$ cat src/rtl/nibble_serial_adder_if.sv
// nibble_serial_adder_if: operand request and result handshake bundle for the nibble-serial adder.
interface nibble_serial_adder_if #(parameter int WIDTH = 16);
   logic             in_valid;
   logic             in_ready;
   logic [WIDTH-1:0] a;
   logic [WIDTH-1:0] b;
   logic             cin;
   logic             op_sub;
   logic             out_valid;
   logic             out_ready;
   logic [WIDTH-1:0] sum;
   logic             cout;
   logic             overflow;
   modport master (
      output in_valid, a, b, cin, op_sub, out_ready,
      input  in_ready, out_valid, sum, cout, overflow
   );
   modport slave (
      input  in_valid, a, b, cin, op_sub, out_ready,
      output in_ready, out_valid, sum, cout, overflow
   );
endinterface

$ cat src/rtl/nibble_serial_adder.sv
// nibble_serial_adder: WIDTH-bit add/subtract computed one nibble per clock through a shared 4-bit Brent-Kung adder.
module brent_kung_cin (
   input  logic [3:0] a,
   input  logic [3:0] b,
   input  logic       cin,
   output logic [4:0] out
);
   logic [3:0] g, p, c;
   logic       g10, p10, g32, p32, g30, p30;
   assign g   = a & b;
   assign p   = a ^ b;
   assign g10 = g[1] | (p[1] & g[0]);
   assign p10 = p[1] & p[0];
   assign g32 = g[3] | (p[3] & g[2]);
   assign p32 = p[3] & p[2];
   assign g30 = g32 | (p32 & g10);
   assign p30 = p32 & p10;
   assign c[0] = cin;
   assign c[1] = g[0] | (p[0] & cin);
   assign c[2] = g10 | (p10 & cin);
   assign c[3] = g[2] | (p[2] & c[2]);
   assign out  = {g30 | (p30 & cin), p ^ c};
endmodule

module nibble_serial_adder #(parameter int WIDTH = 16) (
   input logic                 clk,
   input logic                 rst_n,
   nibble_serial_adder_if.slave bus
);
   localparam int NIB = WIDTH / 4;
   localparam int IW  = NIB > 1 ? $clog2(NIB) : 1;
   localparam logic [IW-1:0] LAST = IW'(NIB - 1);
   localparam logic [1:0] IDLE = 2'd0, RUN = 2'd1, DONE = 2'd2;
   logic [1:0]       state;
   logic [IW-1:0]    idx;
   logic [WIDTH-1:0] opa, opb, sum_r;
   logic             carry, cout_r, ovf_r;
   logic [4:0]       out;
   brent_kung_cin u_bk (.a(opa[4*idx+:4]), .b(opb[4*idx+:4]), .cin(carry), .out(out));
   assign bus.in_ready  = state == IDLE;
   assign bus.out_valid = state == DONE;
   assign bus.sum       = sum_r;
   assign bus.cout      = cout_r;
   assign bus.overflow  = ovf_r;
   always_ff @(posedge clk or negedge rst_n) begin
      if (!rst_n) begin
         state  <= IDLE;
         idx    <= '0;
         opa    <= '0;
         opb    <= '0;
         carry  <= 1'b0;
         sum_r  <= '0;
         cout_r <= 1'b0;
         ovf_r  <= 1'b0;
      end else if (state == IDLE) begin
         if (bus.in_valid) begin
            opa   <= bus.a;
            opb   <= bus.op_sub ? ~bus.b : bus.b;
            carry <= bus.op_sub | bus.cin;
            idx   <= '0;
            sum_r <= '0;
            state <= RUN;
         end
      end else if (state == RUN) begin
         sum_r[4*idx+:4] <= out[3:0];
         carry           <= out[4];
         idx             <= idx == LAST ? '0 : idx + IW'(1);
         if (idx == LAST) begin
            state  <= DONE;
            cout_r <= out[4];
            // out[3] is the freshly written sign bit of the result
            ovf_r  <= (opa[WIDTH-1] == opb[WIDTH-1]) && (out[3] != opa[WIDTH-1]);
         end
      end else if (bus.out_ready) begin
         state <= IDLE;
      end
   end
endmodule

$ cat src/flat_wrapper.sv
// flat-port wrapper written by rule: the top's interface ports become plain ports
module nibble_serial_adder_flat 
#(parameter int WIDTH = 16)
  (clk, rst_n, bus_in_valid, bus_a, bus_b, bus_cin, bus_op_sub, bus_out_ready, bus_in_ready, bus_out_valid, bus_sum, bus_cout, bus_overflow);
  nibble_serial_adder_if #(.WIDTH(WIDTH)) bus_i ();
  input logic clk;
  input logic rst_n;
  input wire logic [$bits(bus_i.in_valid)-1:0] bus_in_valid;
  input wire logic [$bits(bus_i.a)-1:0] bus_a;
  input wire logic [$bits(bus_i.b)-1:0] bus_b;
  input wire logic [$bits(bus_i.cin)-1:0] bus_cin;
  input wire logic [$bits(bus_i.op_sub)-1:0] bus_op_sub;
  input wire logic [$bits(bus_i.out_ready)-1:0] bus_out_ready;
  output wire logic [$bits(bus_i.in_ready)-1:0] bus_in_ready;
  output wire logic [$bits(bus_i.out_valid)-1:0] bus_out_valid;
  output wire logic [$bits(bus_i.sum)-1:0] bus_sum;
  output wire logic [$bits(bus_i.cout)-1:0] bus_cout;
  output wire logic [$bits(bus_i.overflow)-1:0] bus_overflow;
  assign bus_i.in_valid = bus_in_valid;
  assign bus_i.a = bus_a;
  assign bus_i.b = bus_b;
  assign bus_i.cin = bus_cin;
  assign bus_i.op_sub = bus_op_sub;
  assign bus_i.out_ready = bus_out_ready;
  assign bus_in_ready = bus_i.in_ready;
  assign bus_out_valid = bus_i.out_valid;
  assign bus_sum = bus_i.sum;
  assign bus_cout = bus_i.cout;
  assign bus_overflow = bus_i.overflow;
  nibble_serial_adder #(.WIDTH(WIDTH)) u_core (.clk(clk), .rst_n(rst_n), .bus(bus_i));
endmodule
$ cat config.mk
export PLATFORM = sky130hd
export DESIGN_NAME = nibble_serial_adder_flat
export DESIGN_NICKNAME = d
export VERILOG_FILES = /design/src/rtl/nibble_serial_adder_if.sv /design/src/rtl/nibble_serial_adder.sv /design/src/flat_wrapper.sv
export SDC_FILE = /design/constraint.sdc
export NUM_CORES = 1
export LEC_CHECK = 0
export CAP_MARGIN = 20
export CORE_MARGIN = 4
export CORE_UTILIZATION = 50
export DETAILED_ROUTE_END_ITERATION = 8
export PLACE_DENSITY = 0.74
export SLEW_MARGIN = 20
export SYNTH_ARGS = -nofsm -noshare
export SYNTH_HDL_FRONTEND = slang
export SYNTH_SLANG_ARGS = --single-unit
export TNS_END_PERCENT = 20
$ cat constraint.sdc
create_clock -name clk -period 3.3 [get_ports clk]
set_clock_uncertainty 0.1 [all_clocks]
set_input_delay 0.825 -clock clk [delete_from_list [all_inputs] [get_ports clk]]
set_output_delay 0.825 -clock clk [all_outputs]
set_load 0.005 [all_outputs]
==> Word-level counts from Yosys, hierarchy flattened <==
Cells that the tools add are included.
Widths: inputs -> output; s select.
{ "classes": {"add_sub_neg": 2, "mul": 0, "div_mod_pow": 0, "order_cmp": 0, "n_eq_ne": 7, "shifts": 4, "mux": 17, "bitwise": 23, "n_reduce_logical": 8} }
{ "ops": {"columns": ["operator", "count"], "rows": [
  ["$mux 16", 4],
  ["$neg 4->34", 1],
  ["$shift 4x34->16 const A", 1],
  ["$shiftx 4x34->16", 1],
  ["$shiftx 16x5->4", 2],
  ["$mux 2", 9],
  ["$bwmux 16", 1],
  ["$not 16->16", 1],
  ["$and 1x1->1", 10],
  ["$or 1x1->1", 8],
  ["$xor 4x4->4", 2],
  ["$reduce_and 3->1", 2],
  ["$and 4x4->4", 1],
  ["$eq 2x2->1 const B", 2],
  ["$reduce_and 2->1", 2],
  ["$mux 1", 3],
  ["$ne 3x3->1 const B", 1],
  ["$reduce_bool 3->1", 1],
  ["$add 2x1->2 const B", 1],
  ["$eq 2x1->1 const B", 1],
  ["$logic_not 2->1", 1],
  ["$ne 2x2->1 const B", 1],
  ["$reduce_bool 2->1", 1],
  ["$eq 1x1->1", 1],
  ["3 further kinds", 3]
]} }
{ "totals": {"ff_bits": 55, "latchBits": 0, "mem_bits_rw": 0, "mem_bits_ro": 0, "input_bits": 38, "out_inout_bits": 20, "elab_cells": 69, "n_memories": 0} }

==> Longest topological paths before layout <==
Gate-level depths: netlist of the first run.
{ "depth": {"depth_word": 12, "depth_mapped": 11, "mapped_depth_nobuf": 9} }

==> By module <==
From an unflattened synthesis of the first run, not the netlist that was laid out.
{ "hier_totals": {"hier_cells": 234, "area_unflattened_um2": 2846.5} }
{ "by_module_without_submodules": {"columns": ["mod", "n_inst", "cells_per_inst", "area_per_inst_um2", "seq_area_each_um2"], "rows": [
  ["nibble_serial_adder", 1, 217, 2687.6, 1376.3],
  ["brent_kung_cin", 1, 17, 158.9, 0.0]
]} }

==> Least setup slack after synthesis of the first run <==
Ideal clock, no wire load.
{ "synth_path": {"path_kind": "register -> register", "startpoint": "reg u_core.idx[0]", "endpoint": "reg u_core.ovf_r (netlist: u_core.bus.overflow)", "setup_ps": 83, "arrival_time_ps": 2833, "t_required_ps": 3117, "path_slack_ps": 285, "stages_incl_launch_ff": 12, "path_buffers": 2, "period_less_slack_ps": 3015, "cell_sequence": "dfrtp_1 buf_6 buf_8 mux4_1 ha_1 a21o_1 a21o_1 fa_1 xnor2_1 and3_1 nor2_1 o21ai_0"} }
{ "synth_between": {"elab_chain_cells": 10, "word_cells_on_any_way": 16, "cone_classes": "eq/ne (2); shift (2); bitwise (10); reduce/logical (2)"} }
{ "synth_rtl": {"columns": ["element", "line_no", "rtl"], "rows": [
  ["from (decl)", "nibble_serial_adder.sv:35", "logic [IW-1:0] idx;"],
  ["from (signal assigned)", "nibble_serial_adder.sv:67", "idx <= idx == LAST ? '0 : idx + IW'(1);"],
  ["$shiftx 16x5->4", "nibble_serial_adder.sv:39", "brent_kung_cin u_bk (.a(opa[4*idx+:4]), .b(opb[4*idx+:4]), .cin(carry), .out(out));"],
  ["$xor 4x4->4 or $and 4x4->4 (tied branches)", "nibble_serial_adder.sv:11, nibble_serial_adder.sv:10", null],
  ["$and 1x1->1, on equally long branches", "nibble_serial_adder.sv:12, nibble_serial_adder.sv:13", null],
  ["$or 1x1->1 or $and 1x1->1 (tied branches)", "nibble_serial_adder.sv:12, nibble_serial_adder.sv:20", null],
  ["$or 1x1->1", "nibble_serial_adder.sv:20", "assign c[2] = g10 | (p10 & cin);"],
  ["$and 1x1->1", "nibble_serial_adder.sv:21", "assign c[3] = g[2] | (p[2] & c[2]);"],
  ["$or 1x1->1", "nibble_serial_adder.sv:21", null],
  ["$xor 4x4->4", "nibble_serial_adder.sv:22", "assign out = {g30 | (p30 & cin), p ^ c};"],
  ["$ne 1x1->1", "nibble_serial_adder.sv:72", "ovf_r <= (opa[WIDTH-1] == opb[WIDTH-1]) && (out[3] != opa[WIDTH-1]);"],
  ["$logic_and 1x1->1", "nibble_serial_adder.sv:72", null],
  ["to (signal assigned)", "nibble_serial_adder.sv:72", null],
  ["to (decl)", "nibble_serial_adder.sv:37", "logic carry, cout_r, ovf_r;"]
]} }
Parallel ways exist; a longest one is shown, timed or not.
A chain may end at the register's enable or synchronous reset.

==> Worst setup path in the final report of the first run <==
Ends and elaborated chain as after synthesis.

==> results.tsv, run 1 <==
metric	value	unit
Core ar.	5470	µm²
Synth cell types	38	
max-cap violation count	0	
hold_buf cts	0	
Worst EP arrival	3.05	ns
share of cells above drive strength 1	13.1	%
maximum vdd drop	0.000586	V
initial core utilization	51.4	%
# diodes	0	
DR DRC count	0	
Synth area leaders	dfrtp_1, mux4_1, mux2_2	
CP max stage cell	mux4_1	
Nets	344	
PwrDens	1040	nW/µm²
Multi-input gate area	1310	µm²
Worst-Margin Slew	0.532	ns
largest net degree at the start of global routing	49	
post-synth top area share	49.0	%
Area Growth Syn to Fin	25.8	%
max_slew headroom	64.6	%
Mapped Cells	238	
FMAX	0.343	GHz
GRT overflow	0	
post-DR wirelength/cell	15.1	µm
Yosys top cell by area	dfrtp_1	
most frequent cells after synthesis	dfrtp_1, nand2_1, nor2_1	
clock tree from TritonCTS	built	
Main synth FF type	dfrtp_1	
cells along the critical path	mux4_1 > ha_1 > a21o_1 > a21o_1 > fa_1 > xnor2_1 > and3_1 > nor2_1 > o21ai_0	
YS warnings	0	
clk slew on worst S/H paths	0.10	ns
register area	1380	µm²
Yosys reg bits	55	
P_leak	1.47	nW
H-tree levels	2	
Top cell by count, worst path	a21o_1	
Skew-Pair Late Insertion Delay	0.30	ns
Die W	83.0	µm
Critical Path Source Type	register	
cell row count	27	
Seq/Total Area, Yosys	49.0	%
post_cts resized	0	
crit share post-route	88.2	%
Pre-antenna DRT Iters	4	
CTS Buf Count	5	
CP peak stage delay	0.64	ns
top-count cell post-synth	dfrtp_1	
I/O Buffers	57	
syn_area_per_cell	11.8	µm²
DR vias	1931	
Crit Path Max Fanout	4	
EDFF count, synth	0	
clk sinks	55	
worst min-delay path class	in -> async	
Worst Path Required	3.43	ns
Post-CTS Setup Inserts	0	
vias per inst	5.23	
Pins Over Slew Limit	0	
Post-Route WL	5580	µm
Root Driver	clkbuf_8	
initial antenna violation count	0	
RSZ-0062 raised after global routing	false	
Die H	83.0	µm
vias in the first global route	1992	
CTS Buffer Depth	2	
gp weighted congestion	0.846	
Syn Std Cell Area	2810	µm²
outcome	finished clean	
post-synthesis net count	286	
Final min period	2.91	ns
Finished Layout Cells	369	
Tot GR Track Use	17.3	%
drt initial violations	85	
Setup CP Type	reg -> reg	
Post-Place Cells	361	
# setup viols final	0	
Hold Violations, Final	0	
Ports	58	
first-pass GRT wire length	9630	µm
Post-synth ARST share	100	%
Crit. End Element	register	
Routed Antenna Nets	0	
Final Util	64.6	%
full die area	6890	µm²
setup TNS	0	ns
# fillers	472	
HPWL Detailed	4290	µm
logic make-up after synthesis:
logic type	count (synthesis)	synth area share, %
fa+ha+maj	10	4.98
mux	25	14.2
xor+xnor	18	5.61
compound gates	50	11.2
flops	55	49.0
buf+inv	18	4.63
simple gates	62	10.4
per-stage QoR:
step / cell area, µm² / setup WS [ns] / hold slack [ns] / total power [mW]
after global placement: 3400 / 0.504 / 0.363 / 3.13
after detailed placement: 3400 / 0.430 / 0.370 / 3.18
after global routing: 3540 / 0.209 / 0.355 / 4.02
after CTS: 3540 / 0.358 / 0.352 / 3.72
final: 3540 / 0.388 / 0.342 / 3.68
after floorplan: 2810 / 0.285 / 0.372 / 2.54
final timing paths:
kind	start	endpoint	slack (ns)	cells past startpoint
max	u_core.idx[0]	u_core.bus.overflow	0.39	9
min	rst_n	u_core.bus.sum[4]	0.34	1
max reg2reg	u_core.idx[0]	u_core.bus.overflow	0.39	9
min reg2reg	u_core.bus.sum[5]	u_core.bus.sum[5]	0.39	2
max in group asynchronous	rst_n	u_core.opb[8]	2.13	2
min in group clk	u_core.bus.sum[5]	u_core.bus.sum[5]	0.39	2
state kept, by name, indices dropped and copies added, names as in the netlist:
signal	count
u_core.bus.sum	16
u_core.opa	16
u_core.opb	16
u_core.idx	2
u_core.state	2
u_core.bus.cout	1
u_core.bus.overflow	1
u_core.carry	1
worst max-delay path: cells and delay by family, from the launching register on:
kind / cells / cell delay, ns
compound gates: 3 / 0.48
xor+xnor: 1 / 0.24
fa+ha+maj: 2 / 0.71
simple gates: 2 / 0.23
mux: 1 / 0.64
flops: 1 / 0.44
placed cells by master (no fill, tap or decap), types with 2 or more instances in the layout:
cell type | netlist | layout
o21ai_0 | 19 | 19
nand2b_1 | 2 | 2
clkbuf_8 | 0 | 5
bufinv_16 | 0 | 2
xnor2_1 | 18 | 18
mux2_2 | 16 | 16
ha_1 | 8 | 8
clkdlybuf4s50_1 | 0 | 56
nor4b_1 | 2 | 2
mux4_1 | 8 | 8
buf_4 | 2 | 6
inv_1 | 6 | 6
a21oi_1 | 13 | 13
fa_1 | 2 | 2
a22o_1 | 3 | 3
dfrtp_1 | 55 | 55
nand3_1 | 4 | 4
a21o_1 | 6 | 6
a21oi_2 | 4 | 4
nor2_1 | 21 | 21
nand2_1 | 24 | 24
power breakdown:
| part | switching [mW] | internal, mW | leakage (nW) |
|---|---|---|---|
| Clock | 0.214 | 0.303 | 0.0654 |
| Sequential | 0.241 | 0.983 | 0.672 |
| Combinational | 0.960 | 0.977 | 0.737 |
| Total | 1.41 | 2.26 | 1.47 |
area by class of cell:
type	instances	area share [%]
clock inverters	2	1.70
clock buffers	6	2.05
multi-input cells	165	36.9
inverters	6	0.637
flip-flops and latches	55	38.9
well taps	72	2.55
repair buffers	63	17.3
metal layers:
metal | vias to the layer above | share of wire (%) | routed length [µm] | track usage [%]
met1 | 931 | 42 | 2340 | 20.8
met2 | 42 | 52 | 2920 | 31.2
li1 | 951 | - | - | -
met4 | 0 | 1.3 | 71 | 4.90
met5 | - | 0 | 0 | 0
met3 | 7 | 4.4 | 248 | 3.77
(Power assumes the default switching activity.)
==> run 2: changes to the inputs <==
- DONT_BUFFER_PORTS: default -> 1
- PLACE_DENSITY: 0.74 -> 0.61
==> run 2 against run 1 <==
Die area unchanged. Setup slack better by 0.047 ns. First-iteration DRC count down 40%. Cell area down 17%. Wire length down 6.0%. Clock-buffer cell count up 1. Via count down 12%. Clock power down 26%. Largest power group unchanged.
==> results.tsv, run 2 (synthesized netlist as in run 1, its figures left out) <==
metric	value	unit	change
Core ar.	5470	µm²	unchanged
Ports	58		unchanged
DR DRC count	0		unchanged
Met1 Wirelength	2310	µm	-1.5%
clk slew on worst S/H paths	0.10	ns	about the same
Skew-Pair Late Insertion Delay	0.30	ns	about the same
Worst Path Buf+Inv	1		+1
RSZ-0062 raised after global routing	false		
initial core utilization	51.4	%	unchanged
max_slew headroom	64.4	%	-0.20 points
Net Sw Power	1.37	mW	-3.3%
full die area	6890	µm²	unchanged
Worst Path Required	3.42	ns	about the same
outcome	finished clean		
Area Growth Syn to Fin	3.83	%	
Clock power frac	11.5	%	-2.6 points
cell row count	27		unchanged
vias in the first global route	1813		-9.0%
first-pass GRT wire length	9170	µm	-4.7%
Critical Path Source Type	register		
Setup CP Type	reg -> reg		
drt initial violations	51		-40%
CTS Buffer Depth	2		unchanged
Worst-Margin Slew	0.535	ns	+0.00297 ns
max-cap violation count	0		unchanged
# setup viols final	0		unchanged
PwrDens	1140	nW/µm²	+9.8%
Seq pwr share	36.5	%	+3.2 points
cells along the critical path	buf_4 > mux4_1 > ha_1 > a21o_1 > fa_1 > xnor2_1 > and3_1 > nor2_1 > o21ai_0		
Crit Path Max Fanout	6		+2
Final min period	2.86	ns	-0.0474 ns
FMAX	0.349	GHz	+1.7%
Nets	285		-17%
P_leak	1.23	nW	-16%
Pins Over Slew Limit	0		unchanged
CTS Buf Count	5		unchanged
HPWL Detailed	3970	µm	-7.6%
maximum vdd drop	0.000505	V	-14%
CP max stage cell	mux4_1		
commonest non-fill, non-tap cell in the layout	dfrtp_1		
met2 wire len	2550	µm	-13%
Tot GR Track Use	16.5	%	-0.89 points
sw frac	41.1	%	+2.6 points
Post-Route WL	5250	µm	-6.0%
# fillers	506		+7.2%
CP top delay family	adder cells		
clk sinks	55		unchanged
share of cells above drive strength 1	15.1	%	+2.0 points
# diodes	0		unchanged
crit share post-route	86.8	%	-1.4 points
largest net degree at the start of global routing	56		+14%
initial antenna violation count	0		unchanged
Final Util	53.3	%	-11 points
gp weighted congestion	0.853		+0.82%
GRT overflow	0		unchanged
Post-CTS Setup Inserts	0		unchanged
H-tree levels	2		unchanged
P_int	1.96	mW	-13%
vias per inst	5.46		+4.3%
Cell Area, Placed	2820	µm²	-17%
r2r setup slk	0.44	ns	+0.05 ns
post-DR wirelength/cell	16.9	µm	+12%
clock tree from TritonCTS	built		
commonest non-fill, non-tap cells in the layout	dfrtp_1, nand2_1, nor2_1		
highest metal used	met4		
post-layout instance area	2920	µm²	-17%
CP peak stage delay	0.58	ns	-0.06 ns
post_cts resized	0		unchanged
Root Driver	clkbuf_8		
Routed Antenna Nets	0		unchanged
setup TNS	0	ns	unchanged
Crit. End Element	register		
Comb pwr share	51.9	%	-0.8 points
Die W	83.0	µm	unchanged
Die H	83.0	µm	unchanged
hold_buf cts	0		unchanged
Hold Violations, Final	0		unchanged
Worst EP arrival	2.99	ns	-0.06 ns
WL met3	326	µm	+31%
I/O Buffers	0		-100%
Pre-antenna DRT Iters	4		unchanged
DR vias	1692		-12%
worst min-delay path class	in -> async		
[run 2: cell types whose count changed in the layout (fill, tap and decap cells not counted), sizes merged]
cell and change:
clkdlybuf4s50 -56, buf -3, bufinv -2, clkbuf +1, clkinv +1
[run 2: path summary, 6_finish.rpt]
path,cells after the start,start,endpoint
setup / recovery,9,u_core.idx[0],u_core.bus.overflow
hold / removal,0,rst_n,u_core.bus.sum[15]
setup reg to reg,9,u_core.idx[0],u_core.bus.overflow
hold reg to reg,1,u_core.opa[4],u_core.opa[4]
max in group asynchronous,0,rst_n,u_core.bus.cout
min in group clk,1,u_core.opa[4],u_core.opa[4]
[run 2: final cells by class]
class                   instances  area [µm²]  share of cell area, %
flip-flops and latches         55        1380                   47.1
multi-input cells             165        1310                   44.7
well taps                      72        90.1                   3.09
clock buffers                   7        86.3                   2.96
repair buffers                  4        30.0                   1.03
inverters                       6        22.5                  0.772
clock inverters                 1        8.76                  0.300
[run 2: metal layers]
metal,global-route usage [%],vias to the layer above
li1,-,836
met1,21.2,802
met3,5.65,6
met2,26.7,48
met4,4.31,0
met5,0,-
[run 2: metrics by stage]
| step | hold WS [ns] | std cells | total power, mW | worst slack [ns] |
|---|---|---|---|---|
| 2_1_floorplan | 0.372 | 238 | 2.54 | 0.285 |
| 4_1_cts | 0.0894 | 310 | 3.39 | 0.398 |
| 3_5_place_dp | 0.390 | 302 | 2.99 | 0.449 |
| 5_1_grt | 0.0689 | 310 | 3.68 | 0.246 |
| 3_3_place_gp | 0.389 | 302 | 2.95 | 0.518 |
| 6_report | 0.100 | 310 | 3.33 | 0.436 |
[run 2: power by group through the flow]
stage	Clock [mW]	Combinational (mW)	Sequential, mW
6_report	0.384	1.73	1.22
5_1_grt	0.441	1.97	1.27
4_1_cts	0.401	1.76	1.23
3_5_place_dp	0	1.75	1.24
3_3_place_gp	0	1.71	1.24
2_1_floorplan	0	1.41	1.13
==> run 3: changes to the inputs <==
- CORE_UTILIZATION: 50 -> 33
- PLACE_DENSITY: 0.61 -> 0.43
==> run 3 against run 2 <==
Clock-buffer cell count increased by 1. Clock power increased by 5.7%. Sequential share of layout area decreased by 0.74 points. Register-to-register slack about the same. Largest cell class unchanged.
==> results.tsv, run 3 (synthesized netlist as in run 1, its figures left out) <==
metric	value	unit	change
Clock power frac	11.8	%	+0.3 points
maximum vdd drop	0.000406	V	-20%
Routed Antenna Nets	0		unchanged
Worst Path Required	3.43	ns	about the same
P_leak	1.24	nW	+0.25%
initial antenna violation count	0		unchanged
commonest non-fill, non-tap cell in the layout	dfrtp_1		
cell row count	33		+22%
outcome	finished clean		
Crit Path Max Fanout	4		-2
Nets	285		unchanged
vias in the first global route	1806		-0.39%
RSZ-0062 raised after global routing	false		
R2R cell count	9		unchanged
largest net degree at the start of global routing	56		unchanged
crit path from	u_core.idx[0]		
Post-CTS Setup Inserts	0		unchanged
Tot GR Track Use	12.8	%	-3.6 points
CTS Buf Count	5		unchanged
total power draw	3.43	mW	+2.9%
Critical Path Source Type	register		
r2r setup slk	0.43	ns	about the same
clock tree from TritonCTS	built		
Skew-Pair Late Insertion Delay	0.30	ns	about the same
Final Hold Slack	0.101	ns	+0.000424 ns
hold_buf cts	0		unchanged
clk slew on worst S/H paths	0.10	ns	about the same
Hold Violations, Final	0		unchanged
crit share post-route	86.9	%	about the same
CP endpoint	u_core.bus.overflow		
Die H	100	µm	+21%
setup TNS	0	ns	unchanged
Die W	100	µm	+21%
gp weighted congestion	0.821		-3.8%
max-cap violation count	0		unchanged
R2R Path Start	u_core.idx[0]		
commonest non-fill, non-tap cells in the layout	dfrtp_1, nand2_1, nor2_1		
Core ar.	8260	µm²	+51%
drt initial violations	65		+27%
share of cells above drive strength 1	15.1	%	unchanged
Seq pwr share	35.8	%	-0.7 points
# setup viols final	0		unchanged
post-layout instance area	2970	µm²	+1.6%
first-pass GRT wire length	9940	µm	+8.4%
P_int	1.98	mW	+0.85%
Post-Route WL	6050	µm	+15%
H-tree levels	2		unchanged
sw frac	42.2	%	+1.2 points
Cell Area, Placed	2870	µm²	+1.5%
FMAX	0.349	GHz	about the same
initial core utilization	34.0	%	-17 points
PwrDens	1160	nW/µm²	+1.3%
Worst R2R End	u_core.bus.overflow		
max_slew headroom	63.3	%	-1.1 points
Worst-Margin Slew	0.550	ns	+0.0159 ns
Area Growth Syn to Fin	5.47	%	
worst min-delay path class	in -> async		
Setup CP Type	reg -> reg		
Pins Over Slew Limit	0		unchanged
Crit. End Element	register		
Final min period	2.87	ns	+0.00207 ns
post-DR wirelength/cell	17.6	µm	+4.2%
vias per inst	5.00		-8.3%
DR DRC count	0		unchanged
post_cts resized	0		unchanged
Net Sw Power	1.45	mW	+5.9%
full die area	10100	µm²	+46%
clk sinks	55		unchanged
# diodes	0		unchanged
Worst EP arrival	3.00	ns	about the same
Ports	58		unchanged
Comb pwr share	52.3	%	+0.4 points
GRT overflow	0		unchanged
CTS Buffer Depth	2		unchanged
I/O Buffers	0		unchanged
Pre-antenna DRT Iters	4		unchanged
HPWL Detailed	4490	µm	+13%
Root Driver	clkbuf_8		
DR vias	1716		+1.4%
==> run 3: per-layer routing <==
| metal | vias to the layer above | part of all wire (%) | global-route usage, % |
|---|---|---|---|
| met5 | - | 0 | 0 |
| met4 | 0 | 0.91 | 2.49 |
| met3 | 4 | 5.2 | 4.31 |
| met2 | 35 | 48 | 20.2 |
| met1 | 845 | 46 | 17.4 |
| li1 | 832 | - | - |
==> run 3: area by class of cell <==
class                      instances  area, µm²
clock buffer                       8        100
fill                             847       5290
inverter                           6       22.5
multi-input combinational        165       1310
sequential                        55       1380
tap                              105        131
timing repair buffer               4       30.0
==> run 3: metrics by stage <==
step,std cells,utilization (%),setup slack (ns)
finish,343,35.9,0.434
global route,343,35.9,0.286
CTS,343,35.9,0.419
detailed placement,335,34.7,0.427
global placement,335,34.7,0.497
floorplan,238,-,0.285
==> run 3: power groups by stage <==
stage	registers, mW	clock network [mW]	logic [mW]
global placement	1.26	0	1.83
detailed placement	1.26	0	1.82
floorplan	1.13	0	1.41
global route	1.28	0.451	2.05
finish	1.23	0.406	1.80
CTS	1.24	0.424	1.83
==> run 3: worst min path at each step <==
stage | endpoint | slack (ns) | cells past startpoint
5_1_grt | u_core.bus.sum[0] | 0.07 | 0
4_1_cts | u_core.bus.sum[14] | 0.09 | 0
3_3_place_gp | u_core.opa[7] | 0.39 | 1
3_5_place_dp | u_core.opa[4] | 0.39 | 1
6_report | u_core.bus.sum[14] | 0.10 | 0
2_1_floorplan | u_core.opa[4] | 0.37 | 1
==> run 3: critical path, cell delays in order, from the launching register on <==
cell and delay (ns):
dfrtp_1 0.41, mux4_1 0.63, ha_1 0.31, a21o_1 0.17
a21o_1 0.18, fa_1 0.37, xnor2_1 0.25, and3_1 0.19
nor2_1 0.04, o21ai_0 0.13
